--- src/rtl/dragonfang_floating_point_pkg.sv ---
// Floating-point types and constants shared by the vector FP units.
// SEW encoding plus the single-precision NaN-boxing constants.
package dragonfang_floating_point_pkg;

  localparam int FLEN = 64;

  typedef enum logic {
    SEW_32 = 1'b0,
    SEW_64 = 1'b1
  } sew_t;

  localparam logic [31:0] CANONICAL_NAN_32 = 32'h7FC0_0000;
  localparam logic [31:0] NAN_BOX_32       = 32'hFFFF_FFFF;

  // A single held in a wider register is valid only when NaN-boxed.
  function automatic logic [31:0] unbox_32(
    input logic [FLEN-1:0] value
  );
    if (value[FLEN-1:FLEN-32] == NAN_BOX_32) begin
      return value[31:0];
    end
    return CANONICAL_NAN_32;
  endfunction

endpackage

--- src/rtl/dragonfang_pkg.sv ---
// Core-wide shared types and widths.
// Holds the decoded vector execution control word.
package dragonfang_pkg;

  localparam int VLEN = 128;

  typedef struct packed {
    logic [5:0] funct6;
    logic [2:0] funct3;
    logic [4:0] vd;
    logic       vm;
    logic [2:0] frm;
  } execution_vector_t;

endpackage

--- src/rtl/vector_floating_point_operand_stage_splat.sv ---
// Replicates a scalar FP operand across every element of a vector.
// Singles are NaN-box checked; unboxed values become canonical qNaN.
module vector_scalar_splat
  import dragonfang_floating_point_pkg::*;
#(
  parameter int VLEN = 128,
  parameter int FLEN = 64
) (
  input  logic [FLEN-1:0] fs1,
  input  sew_t            sew,
  output logic [VLEN-1:0] splat
);

  logic [31:0] single;

  assign single = unbox_32(fs1);

  // Pick the element width and replicate across the register.
  always_comb begin
    splat = '0;
    unique case (sew)
      SEW_64:  splat = {(VLEN/FLEN){fs1}};
      SEW_32:  splat = {(VLEN/32){single}};
      default: splat = '0;
    endcase
  end

endmodule

--- src/rtl/vector_floating_point_operand_stage.sv ---
// Issue stage feeding the vector FP units: forms vs1 and
// buffers ops in a 2-entry skid FIFO behind a valid/ready handshake.
module vector_floating_point_operand_stage
  import dragonfang_pkg::*;
  import dragonfang_floating_point_pkg::*;
#(
  parameter int VLEN = dragonfang_pkg::VLEN,
  parameter int FLEN = 64
) (
  input  logic              clock,
  input  logic              reset,
  input  logic              flush,
  input  logic              in_valid,
  output logic              in_ready,
  input  execution_vector_t in_execution_vector,
  input  sew_t              in_sew,
  input  logic              in_scalar_select,
  input  logic [VLEN-1:0]   in_vs2,
  input  logic [VLEN-1:0]   in_vs1,
  input  logic [FLEN-1:0]   in_fs1,
  output logic              out_valid,
  input  logic              out_ready,
  output execution_vector_t execution_vector,
  output logic [VLEN-1:0]   vs2,
  output logic [VLEN-1:0]   vs1,
  output logic              busy
);

  logic [1:0]        count;
  logic              wr_ptr;
  logic              rd_ptr;
  logic              push;
  logic              pop;
  logic [VLEN-1:0]   splat;
  logic [VLEN-1:0]   formed_vs1;

  execution_vector_t ev_mem  [2];
  logic [VLEN-1:0]   vs2_mem [2];
  logic [VLEN-1:0]   vs1_mem [2];

  vector_scalar_splat #(
    .VLEN (VLEN),
    .FLEN (FLEN)
  ) u_splat (
    .fs1   (in_fs1),
    .sew   (in_sew),
    .splat (splat)
  );

  assign formed_vs1 = in_scalar_select ? splat : in_vs1;

  // Readiness comes from registered occupancy only.
  assign in_ready  = (count != 2'd2);
  assign out_valid = (count != 2'd0);
  assign busy      = (count != 2'd0);

  // Flush overrides any transfer in the same cycle.
  assign push = in_valid & in_ready & ~flush;
  assign pop  = out_valid & out_ready & ~flush;

  assign execution_vector = ev_mem[rd_ptr];
  assign vs2              = vs2_mem[rd_ptr];
  assign vs1              = vs1_mem[rd_ptr];

  // Occupancy and pointer bookkeeping.
  always_ff @(posedge clock or posedge reset) begin
    if (reset) begin
      count  <= 2'd0;
      wr_ptr <= 1'b0;
      rd_ptr <= 1'b0;
    end else if (flush) begin
      count  <= 2'd0;
      wr_ptr <= 1'b0;
      rd_ptr <= 1'b0;
    end else begin
      if (push) begin
        wr_ptr <= ~wr_ptr;
      end
      if (pop) begin
        rd_ptr <= ~rd_ptr;
      end
      unique case ({push, pop})
        2'b10:   count <= count + 2'd1;
        2'b01:   count <= count - 2'd1;
        default: count <= count;
      endcase
    end
  end

  // Entry storage; written only on enqueue, kept across flush.
  always_ff @(posedge clock or posedge reset) begin
    if (reset) begin
      for (int i = 0; i < 2; i++) begin
        ev_mem[i]  <= '0;
        vs2_mem[i] <= '0;
        vs1_mem[i] <= '0;
      end
    end else if (push) begin
      ev_mem[wr_ptr]  <= in_execution_vector;
      vs2_mem[wr_ptr] <= in_vs2;
      vs1_mem[wr_ptr] <= formed_vs1;
    end
  end

endmodule

--- config.mk ---
export PLATFORM = sky130hd
export DESIGN_NAME = vector_floating_point_operand_stage
export DESIGN_NICKNAME = d
export VERILOG_FILES = /design/src/rtl/dragonfang_floating_point_pkg.sv /design/src/rtl/dragonfang_pkg.sv /design/src/rtl/vector_floating_point_operand_stage_splat.sv /design/src/rtl/vector_floating_point_operand_stage.sv
export SDC_FILE = /design/constraint.sdc
export NUM_CORES = 1
export LEC_CHECK = 0
export CAP_MARGIN = 20
export CELL_PAD_IN_SITES_DETAIL_PLACEMENT = 1
export CELL_PAD_IN_SITES_GLOBAL_PLACEMENT = 2
export CORE_UTILIZATION = 39
export DETAILED_ROUTE_END_ITERATION = 12
export DONT_BUFFER_PORTS = 1
export GPL_ROUTABILITY_DRIVEN = 0
export HOLD_SLACK_MARGIN = 0.06
export PLACE_DENSITY_LB_ADDON = 0.12
export SYNTH_ARGS = -nofsm -noshare
export SYNTH_HDL_FRONTEND = slang
export SYNTH_SLANG_ARGS = --single-unit
--- constraint.sdc ---
create_clock -name clock -period 20.7 [get_ports clock]
set_input_delay 2.07 -clock clock [delete_from_list [all_inputs] [get_ports clock]]
set_output_delay 2.07 -clock clock [all_outputs]
set_load 0.02 [all_outputs]
==> results of run 1 <==
## worst min-delay path: stages (launching register included)
cell and delay, ps:
dfrtp_1 330, nand2_1 50, nand2_1 50
## power by group through the flow
stage          Clock [W]  Combinational (W)  Sequential, W
6_report         0.00114           0.000915        0.00157
5_1_grt          0.00120           0.000996        0.00161
3_3_place_gp           0           0.000890        0.00157
3_5_place_dp           0           0.000924        0.00158
2_1_floorplan          0           0.000760        0.00150
4_1_cts          0.00116           0.000928        0.00157
## sequential cells by signal (all words and copies together) (netlist names)
signal	cells
count	2
rd_ptr	1
wr_ptr	1
vs1_mem	256
vs2_mem	256
ev_mem	36
## final cells by class
| class | instances | share of cell area |
|---|---|---|
| multi-input combinational | 2108 | 0.418 |
| antenna | 5 | 0.000418 |
| clock inverter | 5 | 0.00205 |
| inverter | 5 | 0.000961 |
| timing repair buffer | 27 | 0.0102 |
| tap | 931 | 0.0389 |
| sequential | 552 | 0.462 |
| clock buffer | 105 | 0.0676 |
## layer usage
metal | vias up | global-route usage | part of all wire
met4 | 6 | 0.0871 | 0.033
met2 | 559 | 0.451 | 0.49
met5 | - | 0 | 0.00042
li1 | 9284 | - | -
met3 | 151 | 0.0749 | 0.068
met1 | 10700 | 0.336 | 0.41
## cell families after synthesis
| logic type | count (synthesis) | share of synthesized area |
|---|---|---|
| flops | 552 | 0.505 |
| buf+inv | 208 | 0.0382 |
| xor+xnor | 2 | 0.000641 |
| mux | 435 | 0.172 |
| simple gates | 1664 | 0.281 |
| compound gates | 7 | 0.00297 |
## synth_stat cells, drive strengths merged (3+ instances only)
cell,instances,area share
nand2,1009,0.14
dfrtp,552,0.51
mux2,274,0.11
nor2,198,0.027
nor3,186,0.035
mux2i,161,0.059
buf,124,0.027
nor4,96,0.041
clkbuf,79,0.011
or2,47,0.011
nand4,46,0.011
nand3,38,0.0073
nor2b,37,0.0086
inv,5,0.00078
a211oi,3,0.0010
## metrics by stage
step | setup slack (ps) | area, µm² | power, W | hold WS, ps
after floorplan | 3200 | 27300 | 0.00226 | 440
after global placement | 15330 | 27800 | 0.00246 | 452
after detailed placement | 15260 | 27800 | 0.00251 | 459
after CTS | 14690 | 29900 | 0.00366 | 472
after global routing | 14580 | 29900 | 0.00381 | 484
final | 14770 | 29900 | 0.00363 | 465
## final timing paths
path,end,slack [ps],depth (start not counted)
worst max-delay path,vs1[97],14770,3
worst min-delay path,vs2_mem[192]$_DFFE_PP0P_,470,2
max in group asynchronous,rd_ptr$_DFFE_PP0P_,16670,3
min in group asynchronous,vs2_mem[186]$_DFFE_PP0P_,1470,1
worst min register to register,vs2_mem[192]$_DFFE_PP0P_,470,2
worst max register to register,vs1_mem[228]$_DFFE_PP0P_,16860,7
==> metrics.md, run 1 <==
| Metric | Value |
|---|---|
| Yosys cell types | `38` |
| Fraction of power consumed by sequential logic | `0.434` |
| Chip width | `267 µm` |
| Hpwl dp | `65000 µm` |
| Worst EP required | `18630 ps` |
| Internal power | `0.00238 W` |
| Largest net degree at the start of global routing | `201` |
| CTS resizes | `0` |
| Placed Cells | `3622` |
| Status | `completed` |
| Min-delay src | `vs2_mem[192]$_DFFE_PP0P_` |
| H-tree Lvls | `3` |
| Commonest non-fill, non-tap cells in the layout | `1009 x nand2_1, 551 x dfrtp_1, 274 x mux2_2, 198 x nor2_1, 184 x nor3_1` |
| Synthesis warning total | `0` |
| Mapped Area | `27300 µm²` |
| Antenna violations before repair | `12` |
| RSZ-0062 raised after global routing | `no` |
| Vias in the first global route | `22400` |
| CP bufs+invs | `2` |
| Clk_lat worst skew | `590 ps` |
| Max_slew headroom | `0.0506` |
| Site row count | `96` |
| Grt ovf | `0` |
| Detailed-route DRC error count | `0` |
| Starting Density | `0.397` |
| Post-synthesis sequential area ratio | `0.505` |
| Leak | `13.5 nW` |
| Post-CTS setup buffer count | `0` |
| Clk slew on worst S/H paths | `60 ps` |
| Die height | `267 µm` |
| RR Startpoint | `count[1]$_DFFE_PP0P_` |
| Most common cell after layout, fill and taps aside | `nand2_1` |
| Worst path cell trace | `buf_12, buf_4, mux2_2` |
| Worst EP arrival | `3860 ps` |
| CTS Sinks | `552` |
| Setup crit start | `rd_ptr$_DFFE_PP0P_` |
| DR WL/cell | `25.9 µm` |
| Setup CP Type | `reg2out` |
| DRT antenna net count | `0` |
| Synth-to-layout area growth | `9.48%` |
| Min Clock Period, post-route | `5930 ps` |
| IO buf count | `0` |
| Max clock buf depth | `3` |
| Worst hold path type | `reg2reg` |
| Setup-failing EPs final | `0` |
| Gate power share | `0.252` |
| Hold_buf cts | `0` |
| Crit start category | `flip-flop` |
| Gr usage total | `0.270` |
| Clock Power Share | `0.314` |
| Syn nets | `3213` |
| Global-route wire length before repair | `146000 µm` |
| Critical Path Sink Type | `output port` |
| Worst slew pin tran | `1420 ps` |
| Area occupied by multi-input gates | `12500 µm²` |
| Mean post-synth cell area | `9.53 µm²` |
| Number of synthesized flops with an enable pin | `0` |
| Final hold viol count | `0` |
| Fin nets | `3107` |
| # Max-Cap Violations | `0` |
| Sw power | `0.00124 W` |
| Peak supply drop | `65.8 µV` |
| # IOs | `622` |
| Setup Skew | `25.6 ps` |
| Final Non-Filler Cells | `3738` |
| Final WL | `96800 µm` |
| Slowest stage cell on the critical path | `dfrtp_4` |
| Total CTS buffers | `68` |
| Post-synthesis cell count | `2868` |
| Sw Share | `0.342` |
| Reg area | `13800 µm²` |
| Fill count | `7775` |
| Top FF cell, synth | `dfrtp_1` |
| CP top delay family | `buffers and inverters` |
| PD cells | `121 nW/µm²` |
| Max Freq | `0.169 GHz` |
| Max FO, Critical Path | `147` |
| Pins over their slew limit | `0` |
| Die area | `71200 µm²` |
| TritonRoute pass-1 iters | `5` |
| Flops & latches, synth | `552` |
| Asr flop ratio synth | `1.00` |
| Final TNS setup | `0 ps` |
| Ratio of cells with drive above 1 in the final layout | `0.191` |
| Core area | `68900 µm²` |
| Crit path largest cell delay | `1060 ps` |
| CTS tree | `built` |
| Root Driver | `clkbuf_16` |
| Via/cell ratio | `5.53` |
| Detailed Route Iter0 Violations | `1001` |
| Via count of the routed design | `20700` |
| Final period util | `0.286` |
| Fin util | `0.434` |
(Power assumes the default switching activity.)
==> run 2: changes to the inputs <==
CORE_UTILIZATION = 35   (was 39)
clock period = 5.11 ns   (was 20.7 ns; I/O delays follow)
==> run 2 against run 1 <==
Against the previous run: power increased to 4.1 times the previous value; clock power rose to 4.3 times the previous value; critical path depth decreased by 1.
==> metrics.md, run 2 (synthesis gave the netlist of run 1 again) <==
| Metric | Value |
|---|---|
| Detailed Route Iter0 Violations | `1112` |
| CTS tree | `built` |
| Largest net degree at the start of global routing | `201` |
| Die height | `282 µm` |
| Slowest stage cell on the critical path | `dfrtp_4` |
| Synth-to-layout area growth | `17.0%` |
| Total CTS buffers | `69` |
| Final hold viol count | `0` |
| Worst hold path type | `in2reg` |
| H-tree Lvls | `3` |
| DR WL/cell | `24.2 µm` |
| Fraction of power consumed by sequential logic | `0.415` |
| Leak | `14.3 nW` |
| Max Freq | `0.301 GHz` |
| Final WL | `97300 µm` |
| Final worst slack | `1790 ps` |
| Commonest non-fill, non-tap cells in the layout | `1009 x nand2_1, 551 x dfrtp_1, 274 x mux2_2, 198 x nor2_1, 184 x nor3_1` |
| Most common cell after layout, fill and taps aside | `nand2_1` |
| Critical Path Sink Type | `output port` |
| Crit path largest cell delay | `940 ps` |
| RSZ-0062 raised after global routing | `no` |
| Setup-failing EPs final | `0` |
| Min Clock Period, post-route | `3320 ps` |
| Final hold slack | `111 ps` |
| Peak supply drop | `235 µV` |
| IO buf count | `0` |
| Starting Density | `0.354` |
| Pins over their slew limit | `0` |
| Fill count | `8705` |
| Ratio of cells with drive above 1 in the final layout | `0.187` |
| Clk_lat worst skew | `600 ps` |
| Worst slack, placed | `2250 ps` |
| Setup CP Type | `reg2out` |
| Vias in the first global route | `23000` |
| Biggest registers after layout | `vs1_mem x256, vs2_mem x256, ev_mem x36` |
| Gr usage total | `0.241` |
| Max clock buf depth | `3` |
| Sw power | `0.00507 W` |
| CTS Sinks | `552` |
| Site row count | `102` |
| Final period util | `0.650` |
| # Max-Cap Violations | `0` |
| Hpwl dp | `64100 µm` |
| Chip width | `282 µm` |
| Root Driver | `clkbuf_16` |
| Worst EP arrival | `2810 ps` |
| Worst slew pin tran | `1050 ps` |
| Via count of the routed design | `21100` |
| Grt ovf | `0` |
| Status | `completed` |
| Gate power share | `0.261` |
| Worst EP required | `4600 ps` |
| Core area | `77300 µm²` |
| Max FO, Critical Path | `46` |
| Clk slew on worst S/H paths | `60 ps` |
| Max_slew headroom | `0.298` |
| Clock Power Share | `0.324` |
| Worst path cell trace | `buf_4, mux2_2` |
| Internal power | `0.00996 W` |
| Sw Share | `0.337` |
| CP bufs+invs | `1` |
| Fin nets | `3273` |
| TritonRoute pass-1 iters | `5` |
| Via/cell ratio | `5.25` |
| Detailed-route DRC error count | `0` |
| Crit start category | `flip-flop` |
| Antenna violations before repair | `14` |
| Global-route wire length before repair | `146000 µm` |
| DRT antenna net count | `0` |
| CP top delay family | `flip-flops` |
| Die area | `79200 µm²` |
| # IOs | `622` |
| PD cells | `470 nW/µm²` |
| Setup Skew | `15.6 ps` |
run 2: cell count changes in the layout (fill, tap and decap cells not counted), sizes merged:
cell,before,now
clkinv,4,10
clkinvlp,0,1
bufinv,1,3
buf,27,33
clkbuf,105,104
diode,5,3
dlygate4sd3,0,159
run 2: worst paths after layout:
path                            depth (start not counted)                       end                     start  slack, ps
worst max-delay path                                    2                  vs2[110]        rd_ptr$_DFFE_PP0P_       1790
worst min-delay path                                    2  vs1_mem[135]$_DFFE_PP0P_                 in_fs1[7]        110
worst max register to register                          7   vs1_mem[69]$_DFFE_PP0P_      count[1]$_DFFE_PP0P_       2290
worst min register to register                          2  vs2_mem[145]$_DFFE_PP0P_  vs2_mem[145]$_DFFE_PP0P_        470
max in group asynchronous                               3  vs2_mem[227]$_DFFE_PP0P_                     reset       3160
min in group asynchronous                               2  vs1_mem[105]$_DFFE_PP0P_                     reset        550
run 2: layer usage:
metal | up-vias | global-route usage | share of wire
met5 | - | 0 | 0.00063
met4 | 10 | 0.0817 | 0.033
met3 | 157 | 0.0614 | 0.061
met2 | 506 | 0.408 | 0.49
met1 | 10800 | 0.297 | 0.42
li1 | 9627 | - | -
run 2: area by class of cell:
| type | count | area [µm²] | area share |
|---|---|---|---|
| antenna | 3 | 7.51 | 0.000235 |
| clock buffer | 104 | 2080 | 0.0650 |
| tap | 1040 | 1300 | 0.0407 |
| clock inverter | 14 | 183 | 0.00571 |
| multi-input combinational | 2108 | 12500 | 0.392 |
| timing repair buffer | 192 | 2050 | 0.0640 |
| inverter | 5 | 25.0 | 0.000782 |
| sequential | 552 | 13800 | 0.432 |
run 2: timing repair:
action,CTS,global route
hold buffers,159,0
buffers inserted,0,0
hold endpoints to repair,356,0
gates resized for setup,0,0
run 2: worst register-to-register path: stages, from the launching register on:
cell and delay (ps):
dfrtp_1 420, nor2b_2 250, inv_4 190, nand4_2 130, buf_4 300, a211oi_4 820
buf_4 460, nor3_1 120
run 2: power groups by stage:
stage / clock [W] / combinational [W] / sequential (W)
floorplan: 0 / 0.00308 / 0.00608
finish: 0.00487 / 0.00392 / 0.00623
detailed placement: 0 / 0.00385 / 0.00629
CTS: 0.00502 / 0.00399 / 0.00622
global placement: 0 / 0.00373 / 0.00620
global route: 0.00517 / 0.00427 / 0.00638
run 2: through the flow:
stage | total power [W] | cells | setup TNS [ps] | utilization | area, µm²
6_report | 0.0150 | 4018 | 0 | 0.414 | 32000
3_5_place_dp | 0.0101 | 3738 | 0 | 0.364 | 28100
3_3_place_gp | 0.00993 | 3736 | 0 | 0.363 | 28100
5_1_grt | 0.0158 | 4017 | 0 | 0.413 | 32000
2_1_floorplan | 0.00916 | 2868 | -1607880 | - | 27300
4_1_cts | 0.0152 | 4015 | 0 | 0.413 | 32000
